### config.mk
export PLATFORM = sky130hd
export DESIGN_NAME = pwm_decoder
export DESIGN_NICKNAME = d
export VERILOG_FILES = /design/src/rtl/pwm_pkg.sv /design/src/rtl/serial_divider.sv /design/src/rtl/pwm_decoder.sv
export SDC_FILE = /design/constraint.sdc
export NUM_CORES = 1
export LEC_CHECK = 0
export ABC_CLOCK_PERIOD_IN_PS = 3100
export BUFFER_PORTS_ARGS = -buffer_cell sky130_fd_sc_hd__buf_2
export CORE_MARGIN = 3
export CORE_UTILIZATION = 31
export DETAILED_ROUTE_END_ITERATION = 16
export SLEW_MARGIN = 10
export SYNTH_ARGS = -nofsm -noshare
export SYNTH_HDL_FRONTEND = slang
export SYNTH_HIERARCHICAL = 1
export SYNTH_SLANG_ARGS = --single-unit
### constraint.sdc
create_clock -name clk -period 3.1 [get_ports clk]
set_input_delay 0.62 -clock clk [delete_from_list [all_inputs] [get_ports clk]]
set_output_delay 0.62 -clock clk [all_outputs]
set_load 0.05 [all_outputs]
### src/rtl/pwm_pkg.sv
// ============================================================================
// Module  : pwm_pkg
// Purpose : Shared encodings and defaults for the PWM generator/decoder pair.
// Rev     : 1.0  initial release
// ============================================================================
`default_nettype none

package pwm_pkg;

    localparam int DUTY_W          = 8;
    localparam int CNT_W_DEF       = 16;
    localparam int SYNC_STAGES_DEF = 2;
    localparam int TIMEOUT_DEF     = 1024;

    typedef enum logic [1:0] {
        ST_WAIT = 2'd0,
        ST_HIGH = 2'd1,
        ST_LOW  = 2'd2
    } meas_state_e;

endpackage

`default_nettype wire

### src/rtl/serial_divider.sv
// ============================================================================
// Module  : serial_divider
// Purpose : Restoring divider producing one quotient bit per clock.
// Rev     : 1.0  initial release
// ============================================================================
`default_nettype none

module serial_divider #(
    parameter int DVD_W = 24,
    parameter int DVS_W = 16
) (
    input  logic             clk,
    input  logic             rst_n,
    input  logic             start_i,
    input  logic [DVD_W-1:0] dividend_i,
    input  logic [DVS_W-1:0] divisor_i,
    output logic             busy_o,
    output logic             done_o,
    output logic [DVD_W-1:0] quotient_o
);

    localparam int CNT_W = $clog2(DVD_W + 1);

    logic [DVD_W-1:0] quo_q;
    logic [DVS_W-1:0] rem_q;
    logic [DVS_W-1:0] dvs_q;
    logic [CNT_W-1:0] cnt_q;
    logic             busy_q;
    logic             done_q;

    logic [DVS_W:0]   w_shift;
    logic [DVS_W:0]   w_diff;
    logic             w_qbit;

    // quo_q shifts the dividend out at the top while quotient bits enter below
    assign w_shift = {rem_q, quo_q[DVD_W-1]};
    assign w_diff  = w_shift - {1'b0, dvs_q};
    assign w_qbit  = ~w_diff[DVS_W];

    always_ff @(posedge clk or negedge rst_n) begin
        if (!rst_n) begin
            quo_q  <= '0;
            rem_q  <= '0;
            dvs_q  <= '0;
            cnt_q  <= '0;
            busy_q <= 1'b0;
            done_q <= 1'b0;
        end else begin
            done_q <= 1'b0;
            if (start_i && !busy_q) begin
                quo_q  <= dividend_i;
                rem_q  <= '0;
                dvs_q  <= divisor_i;
                cnt_q  <= CNT_W'(DVD_W);
                busy_q <= 1'b1;
            end else if (busy_q) begin
                quo_q <= {quo_q[DVD_W-2:0], w_qbit};
                rem_q <= w_qbit ? w_diff[DVS_W-1:0] : w_shift[DVS_W-1:0];
                cnt_q <= cnt_q - CNT_W'(1);
                if (cnt_q == CNT_W'(1)) begin
                    busy_q <= 1'b0;
                    done_q <= 1'b1;
                end
            end
        end
    end

    assign busy_o     = busy_q;
    assign done_o     = done_q;
    assign quotient_o = quo_q;

endmodule

`default_nettype wire

### src/rtl/pwm_decoder.sv
// ============================================================================
// Module  : pwm_decoder
// Purpose : Measures an external PWM input, recovering duty and period.
// Rev     : 1.0  initial release
// ============================================================================
`default_nettype none

module pwm_decoder
    import pwm_pkg::*;
#(
    parameter int CNT_W       = CNT_W_DEF,
    parameter int SYNC_STAGES = SYNC_STAGES_DEF,
    parameter int TIMEOUT     = TIMEOUT_DEF
) (
    input  logic              clk,
    input  logic              rst_n,
    input  logic              pwm_in,
    output logic [DUTY_W-1:0] duty_out,
    output logic [CNT_W-1:0]  period_out,
    output logic              duty_valid,
    output logic              no_signal,
    output logic              drop
);

    localparam int QUO_W  = CNT_W + DUTY_W;
    localparam int WARM   = SYNC_STAGES + 1;
    localparam int WARM_W = $clog2(WARM + 1);

    logic [SYNC_STAGES-1:0] sync_q;
    logic                   prev_q;
    logic [WARM_W-1:0]      warm_q;

    meas_state_e            state_q, state_d;
    logic [CNT_W-1:0]       p_cnt_q, p_cnt_d;
    logic [CNT_W-1:0]       h_lat_q, h_lat_d;
    logic [CNT_W-1:0]       per_lat_q, per_lat_d;
    logic [CNT_W-1:0]       idle_q, idle_d;
    logic                   stuck_q, stuck_d;
    logic                   pend_q, pend_d;
    logic                   pend_lvl_q, pend_lvl_d;
    logic [DUTY_W-1:0]      duty_q, duty_d;
    logic [CNT_W-1:0]       period_q, period_d;
    logic                   valid_q, valid_d;
    logic                   nosig_q, nosig_d;
    logic                   drop_q, drop_d;

    logic                   w_warm, w_level, w_rise, w_fall, w_edge;
    logic                   w_complete, w_to_hit, w_to_fire, w_start;
    logic                   w_div_busy, w_div_done;
    logic [CNT_W-1:0]       w_p_inc;
    logic [QUO_W-1:0]       w_quot;
    logic [DUTY_W-1:0]      w_duty_sat;

    // Edges are masked until the chain holds real pin samples, so a pin that
    // is already high at reset release is not mistaken for a rising edge.
    assign w_warm  = (warm_q == WARM_W'(WARM));
    assign w_level = sync_q[SYNC_STAGES-1];
    assign w_rise  = w_warm &  w_level & ~prev_q;
    assign w_fall  = w_warm & ~w_level &  prev_q;
    assign w_edge  = w_rise | w_fall;

    assign w_to_hit  = w_warm && !w_edge && !stuck_q && (idle_q == CNT_W'(TIMEOUT - 1));
    assign w_to_fire = (w_to_hit && !w_div_done) || pend_q;
    assign w_p_inc   = (p_cnt_q == '1) ? p_cnt_q : p_cnt_q + CNT_W'(1);
    assign w_start   = w_complete && !w_div_busy;

    always_comb begin
        state_d    = state_q;
        p_cnt_d    = p_cnt_q;
        h_lat_d    = h_lat_q;
        w_complete = 1'b0;
        case (state_q)
            ST_WAIT: begin
                if (w_rise) begin
                    state_d = ST_HIGH;
                    p_cnt_d = CNT_W'(1);
                end
            end
            ST_HIGH: begin
                p_cnt_d = w_p_inc;
                if (w_fall) begin
                    state_d = ST_LOW;
                    h_lat_d = p_cnt_q;
                end
            end
            ST_LOW: begin
                p_cnt_d = w_p_inc;
                if (w_rise) begin
                    w_complete = 1'b1;
                    state_d    = ST_HIGH;
                    p_cnt_d    = CNT_W'(1);
                end
            end
            default: state_d = ST_WAIT;
        endcase
        if (w_to_hit) begin
            state_d = ST_WAIT;
        end
    end

    serial_divider #(
        .DVD_W (QUO_W),
        .DVS_W (CNT_W)
    ) u_div (
        .clk        (clk),
        .rst_n      (rst_n),
        .start_i    (w_start),
        .dividend_i ({h_lat_q, {DUTY_W{1'b0}}}),
        .divisor_i  (p_cnt_q),
        .busy_o     (w_div_busy),
        .done_o     (w_div_done),
        .quotient_o (w_quot)
    );

    assign w_duty_sat = (|w_quot[QUO_W-1:DUTY_W]) ? '1 : w_quot[DUTY_W-1:0];

    // A timeout coinciding with a divider result is deferred by one cycle
    always_comb begin
        idle_d     = idle_q;
        stuck_d    = stuck_q;
        pend_d     = w_to_hit && w_div_done;
        pend_lvl_d = w_to_hit ? w_level : pend_lvl_q;
        per_lat_d  = w_start ? p_cnt_q : per_lat_q;
        drop_d     = w_complete && w_div_busy;
        duty_d     = duty_q;
        period_d   = period_q;
        valid_d    = 1'b0;
        nosig_d    = nosig_q;
        if (w_edge || !w_warm) begin
            idle_d = '0;
        end else if (!stuck_q) begin
            idle_d = idle_q + CNT_W'(1);
        end
        if (w_edge) begin
            stuck_d = 1'b0;
        end else if (w_to_hit) begin
            stuck_d = 1'b1;
        end
        if (w_div_done) begin
            duty_d   = w_duty_sat;
            period_d = per_lat_q;
            valid_d  = 1'b1;
            nosig_d  = 1'b0;
        end else if (w_to_fire) begin
            duty_d   = (pend_q ? pend_lvl_q : w_level) ? '1 : '0;
            period_d = '0;
            valid_d  = 1'b1;
            nosig_d  = 1'b1;
        end
    end

    always_ff @(posedge clk or negedge rst_n) begin
        if (!rst_n) begin
            sync_q     <= '0;
            prev_q     <= 1'b0;
            warm_q     <= '0;
            state_q    <= ST_WAIT;
            p_cnt_q    <= '0;
            h_lat_q    <= '0;
            per_lat_q  <= '0;
            idle_q     <= '0;
            stuck_q    <= 1'b0;
            pend_q     <= 1'b0;
            pend_lvl_q <= 1'b0;
            duty_q     <= '0;
            period_q   <= '0;
            valid_q    <= 1'b0;
            nosig_q    <= 1'b0;
            drop_q     <= 1'b0;
        end else begin
            sync_q     <= {sync_q[SYNC_STAGES-2:0], pwm_in};
            prev_q     <= sync_q[SYNC_STAGES-1];
            if (!w_warm) begin
                warm_q <= warm_q + WARM_W'(1);
            end
            state_q    <= state_d;
            p_cnt_q    <= p_cnt_d;
            h_lat_q    <= h_lat_d;
            per_lat_q  <= per_lat_d;
            idle_q     <= idle_d;
            stuck_q    <= stuck_d;
            pend_q     <= pend_d;
            pend_lvl_q <= pend_lvl_d;
            duty_q     <= duty_d;
            period_q   <= period_d;
            valid_q    <= valid_d;
            nosig_q    <= nosig_d;
            drop_q     <= drop_d;
        end
    end

    assign duty_out   = duty_q;
    assign period_out = period_q;
    assign duty_valid = valid_q;
    assign no_signal  = nosig_q;
    assign drop       = drop_q;

endmodule

`default_nettype wire

== Yosys cells after proc, flatten, opt, wreduce, memory -nomap -nowiden ==
Index checks and enable logic that the tools add are counted.
Word-level totals
  register bits: 164
  bits of input ports: 3
  output and inout port bits: 27
  word-level logic and storage cells: 108
Cells by class
  $add $sub $neg: 5
  eq/ne operators: 10
  muxes and demuxes: 38
  bitwise gates (word level): 8
  reductions and logical operators: 25
Operators with widths (count)
  $mux 16: 10
  $mux 24: 2
  $pmux 16 s3: 1
  $add 16x1->16 const B: 2
  $mux 8: 4
  $sub 17x16->17: 1
  $eq 16x10->1 const B: 1
  $eq 16x16->1 const B: 1
  $reduce_or 16->1: 1
  $mux 1: 15
  $mux 5: 2
  $logic_and 1x1->1: 8
  $mux 2: 3
  $reduce_and 2->1: 3
  $reduce_bool 2->1: 3
  $eq 5x1->1 const B: 1
  $logic_not 1->1: 5
  $sub 5x1->5 const B: 1
  $and 1x1->1: 4
  $eq 2x2->1 const B: 2
  $pmux 2 s2: 1
  $ne 3x1->1 const B: 1
  $ne 3x3->1 const B: 1
  $not 1->1: 3
  other kinds (9): 10

== Logic depth before layout (Yosys ltp) ==
  depth after elaboration: 12
  gate-level depth with buffers: 12

== Cells and area by module ==
The synthesis kept the hierarchy.
By module, submodules not included
  pwm_decoder: times used 1, cells each 392, area an instance 4645.7 um^2, seq. area each 2527.4 um^2
  serial_divider: times used 1, cells each 463, area an instance 4056.4 um^2, seq. area each 1576.5 um^2

== Least setup slack after synthesis ==
OpenSTA, ideal clock, no wires.
  path type: reg-to-reg
  from: reg warm_q[0]
  to: reg u_div.quo_q[6], in the netlist u_div/quotient_o[6]
  setup time: 133 ps
  data arrival time: 2652 ps
  required time: 2967 ps
  setup slack: 315 ps
  cell stages (with the launch flop): 10
  path buffers: 4
  period minus slack after synthesis: 2785 ps
  cell sequence: dfrtp_1 > ha_1 > buf_2 > nand3b_1 > nor3_2 > buf_4 > clkbuf_1 > buf_1 > mux2i_1 > o21ai_0
On the way
  cells in the longest elaborated chain, start to end: 8
  elaborated cells between the ends (all ways): 9
RTL lines
  start, declared: line pwm_decoder.sv:31  | logic [WARM_W-1:0] warm_q;
  start signal, assigned: line pwm_decoder.sv:174  | warm_q <= warm_q + WARM_W'(1);
  $eq 2x2->1 *: line pwm_decoder.sv:56  | assign w_warm = (warm_q == WARM_W'(WARM));
  $and 1x1->1 * (2 in series): line pwm_decoder.sv:58  | assign w_rise = w_warm & w_level & ~prev_q;
  $mux 1 *: line pwm_decoder.sv:88  | if (w_rise) begin
  $mux 1 *: line pwm_decoder.sv:72  | case (state_q)
  $logic_and 1x1->1 *: line pwm_decoder.sv:65  | assign w_start = w_complete && !w_div_busy;
  named net w_start: line pwm_decoder.sv:48  | logic w_complete, w_to_hit, w_to_fire, w_start;
  $logic_and 1x1->1 *: line serial_divider.sv:50  | if (start_i && !busy_q) begin
  $mux 24 or $reduce_bool 2->1 (tied branches)
  end signal, assigned: line serial_divider.sv:51  | quo_q <= dividend_i;
  end signal, assigned: line serial_divider.sv:57  | quo_q <= {quo_q[DVD_W-2:0], w_qbit};
  end, declared: line serial_divider.sv:24  | logic [DVD_W-1:0] quo_q;
Mark *: on every way through the listed nets, which the timed path passes. The rest lies on a longest branch.
A chain may end at the register's enable or synchronous reset.

== Worst setup path in the final report ==
  from: reg u_div.rem_q[1]
  to: reg u_div.rem_q[15]
On the way
  cells in the longest elaborated chain, start to end: 4
RTL lines
  start, declared: line serial_divider.sv:25  | logic [DVS_W-1:0] rem_q;
  start signal, assigned: line serial_divider.sv:58  | rem_q <= w_qbit ? w_diff[DVS_W-1:0] : w_shift[DVS_W-1:0];
  $sub 17x16->17: line serial_divider.sv:37  | assign w_diff = w_shift - {1'b0, dvs_q};
  $mux 16: line serial_divider.sv:58
  $mux 16: line serial_divider.sv:56  | end else if (busy_q) begin
  $mux 16: line serial_divider.sv:50
Every way passes these cells. The select of a mux whose other input is x is not followed.

==> impl_summary.md <==
Cells and area
The sequential standard cell area is 0.00411 mm2. The multi-input combinational cell area is 0.00424 mm2. Of the cells placed in the final design, the portion with a size suffix greater than 1 is 0.144. The repair_antennas step left the layout with diodes totalling 0. The area added between synthesis and finish is 13.9%. In the final design database the tool counted 914 nets. The utilization after layout is 0.364. Fill cells in the final layout number 2689.

Detailed routing
The post-detailed-route count of antenna-violating nets is 0. Summing over every cut layer, the via total after detailed routing is 6554. After the first detailed-routing iteration, the DRC count stood at 350. The ratio of routed vias to standard cells is 5.16. Wires add up to 20600 um. The first detailed-routing pass ran for 6 iterations. The remaining routing DRC violations is 0. After detailed routing, the average wire length per cell comes to 16.2 um.

Critical path
Data arrives at the worst endpoint at 3.19 ns. Tracing the worst setup path back leads to its startpoint at u_div/rem_q[1]. The highest net fanout along the worst path is 4. The origin of the critical flop-to-flop path is u_div/rem_q[1].

STA classifies the critical path endpoint as a flop. In this design, the stage delay of the slowest critical-path cell is 0.54 ns. Walking the worst path, the cells encountered are ha_1, or2_2, o21ai_0, a2111oi_0, buf_4, o311ai_0, o2111ai_1, o211ai_1. Data on the critical path is required at its endpoint by 3.44 ns. The slowest stage of the critical path belongs to the cell o311ai_0. The critical path start-end classification is reg2reg. STA classifies the critical path startpoint as a flop.

Global routing
The overall global routing resource usage is 0.138. The number of antenna violations at the first check in global routing came to 0. Global routing finished with a remaining overflow of 0. The global-route wire length before repair is 34000 um.

The largest net degree at the start of global routing is 58. The number of global-route vias before repair is 6156.

Yosys
Summing every instance area after synthesis gives 0.00870 mm2. The fraction of synthesized cell area taken by the top area cell type is 0.472. The number of unique standard cell types used by synthesis is 83. The dominant cell type by area after synthesis is dfrtp_1.

The number of flops mapped to enable cells by yosys is 0. Among all flip-flop cells after synthesis, the most frequent one is dfrtp_1. The post-synthesis cell count is 855. The commonest cells after synthesis are dfrtp_1 (164), nand2_1 (87), o21ai_0 (67).

Ranked by total cell area, the synthesized netlist is headed by dfrtp_1 (47%), mux2i_1 (4.7%), o21ai_0 (3.9%), nand2_1 (3.8%), ha_1 (3.6%). In this run, synthesis produced a sequential element count of 164. Averaged over all synthesized cells, the footprint is 10.2 um2. The share of the Yosys chip area taken by registers is 0.472. The yosys synthesis warning count is 6.

The most repeated cell in the gate-level netlist after synthesis is dfrtp_1. In the synthesized netlist the async set-or-reset flop fraction comes to 1.00.

Timing
The count of endpoints failing hold in the final timing report is 0. Setup violations remaining at the end of the flow were counted as 0. The clock period minus final worst setup slack is 2.86 ns. The worst pin sits at a relative slew slack of 0.412.

Setup repair after global routing left no endpoint under its margin. The transition time of the tightest slew-check pin is 0.883 ns. For this run, the top clock speed supported by timing is 350 MHz.

After routing, the total negative slack on setup checks comes to 0 ns. The count of pins over their slew limit is 0. Across the routed clock network, the largest skew measured is 0.0105 ns.

Dividing the final minimum period by the clock period gives 0.921.

Pwr
The share of total power dissipated in the clock network is 0.233. Summed over all cells, the static leakage comes to 4.31 nW. The power share of the combinational group is 0.436. VDD sags by at most 0.444 mV. Of the total power, the share spent switching nets is 0.407. Cell internal power was estimated by the tool at 5.28 mW. The switching power is 3.63 mW. In this run the power density over the cells is 899 mW/mm2.

The sequential power share is 0.330.

Clocking
The CTS H-tree depth is 4. Clock tree synthesis selected as its root buffer the cell clkbuf_16. The worst-skew pair later-pin latency is 0.43 ns. The tree built by TritonCTS fans out to 164 sinks. In this run, post-CTS hold repair placed 0 buffers.

The CTS tree is done. The maximum buffer depth of the clock tree is 2. Counting the buffers created by CTS gives 17. The clock transition at the registers of the reported paths is 0.07 ns.

Floorplanning
The starting density of the core is 0.319. The placeable core region is 0.0273 mm2. The width of the chip is 174 um. The floorplan die height is 174 um. The row count is 60. The full die area is 0.0301 mm2. During I/O placement, the number of pins put on the boundary was 30.

Run status
The flow ran to the end, and the final reports show no timing, DRC or antenna violations.

Placement
The HPWL after detailed placement is 14300 um. The weighted congestion at the end of routability-driven global placement is 0.813. In this run the tool buffered the top-level ports with 29 buffer cells.

Hold path
The worst min-delay path category is in2async.

Job
Across the run, the number of max-cap violations was 0.
[area by class of cell]
class	instances	area share
Sequential cell	164	0.414
Tap cell	372	0.0470
Clock inverter	11	0.0129
Clock buffer	20	0.0451
Timing Repair Buffer	56	0.0383
Multi-Input combinational cell	609	0.428
Inverter	37	0.0143
[registers in the layout, summed over array words and instances, names as in the netlist]
signal,cells
duty_valid,1
p_cnt_q,16
stuck_q,1
u_div/busy_o,1
u_div/quotient_o,24
duty_out,8
u_div/rem_q,16
warm_q,2
no_signal,1
u_div/cnt_q,5
sync_q,2
pend_lvl_q,1
idle_q,16
prev_q,1
h_lat_q,16
pend_q,1
state_q,2
u_div/done_o,1
drop,1
u_div/dvs_q,16
per_lat_q,16
period_out,16
[routing by layer]
metal  track usage  vias up  wire length, um
li1              -     3185                -
met4        0.0405        0              340
met5             0        -                0
met1         0.206     3219            10500
met2         0.201      126             9110
met3        0.0276       24              696
[kinds of logic (layout without fill, tap and decap cells)]
group / Yosys count / count (layout) / share of synthesized area
xor gates and xnor gates: 26 / 26 / 0.0262
adders and majority gates: 26 / 26 / 0.0382
muxes: 72 / 72 / 0.0873
DFF: 164 / 164 / 0.472
other: 1 / 8 / 0.000431
AOI/OAI and AO/OA: 212 / 212 / 0.167
buffers and inverters: 89 / 124 / 0.0457
and+or+nand+nor: 265 / 265 / 0.164
[worst max-delay path: cells and delay by family, from the launching register on]
| kind | cells | cell delay, ns |
|---|---|---|
| AO/OA/AOI/OAI | 5 | 1.57 |
| adder cells (fa/ha/maj) | 1 | 0.26 |
| buffers and inverters | 1 | 0.19 |
| flip-flops | 1 | 0.41 |
| AND/OR/NAND/NOR | 1 | 0.32 |
[power by group through the flow]
stage                     Sequential, mW  Clock [mW]  Combinational, mW
after CTS                           2.94        2.13               3.78
after floorplan                     3.01           0               2.76
final                               2.94        2.08               3.89
after global routing                3.01        2.22               4.31
after detailed placement            2.97           0               3.75
after global placement              2.97           0               3.70
[what timing repair did]
| item | in CTS | in global routing |
|---|---|---|
| gates resized for setup | 0 | 3 |
| hold endpoints to repair | 0 | 0 |
| buffers inserted | 0 | 2 |
| setup endpoints to repair | 0 | 3 |
[layout by cell type, fill, tap and decap left out, drive strengths merged, types with 17 or more instances in the layout]
cell	synthesis	layout
nand3	30	30
ha	25	25
inv	37	39
nor3	19	19
mux2i	41	41
nor2	38	38
o21ai	74	74
buf	23	56
nand2	87	87
a21oi	38	38
nor4	18	18
dfrtp	164	164
a22o	17	17
mux2	31	31
clkbuf	29	20
[worst paths after layout]
| kind | endpoint | slack [ns] | depth (start not counted) |
|---|---|---|---|
| setup / recovery | u_div/rem_q[15] | 0.24 | 8 |
| hold / removal | duty_out[5] | 0.13 | 1 |
| setup reg to reg | u_div/rem_q[15] | 0.24 | 8 |
| hold reg to reg | sync_q[1] | 0.35 | 0 |
| max in group asynchronous | idle_q[5] | 2.14 | 2 |
| min in group clk | sync_q[0] | 0.29 | 1 |
[per-stage QoR]
step           power, mW  hold WS, ns  area, um2  std cells  worst slack [ns]
3_5_place_dp        6.73        0.338       9300       1236             0.156
4_1_cts             8.85        0.128       9870       1267             0.126
6_report            8.91        0.129       9910       1269             0.245
2_1_floorplan       5.77        0.324       8730        862             0.315
5_1_grt             9.53        0.152       9910       1269             0.116
3_3_place_gp        6.67        0.334       9300       1236             0.276
No activity file was read; power rests on OpenSTA's default activity.
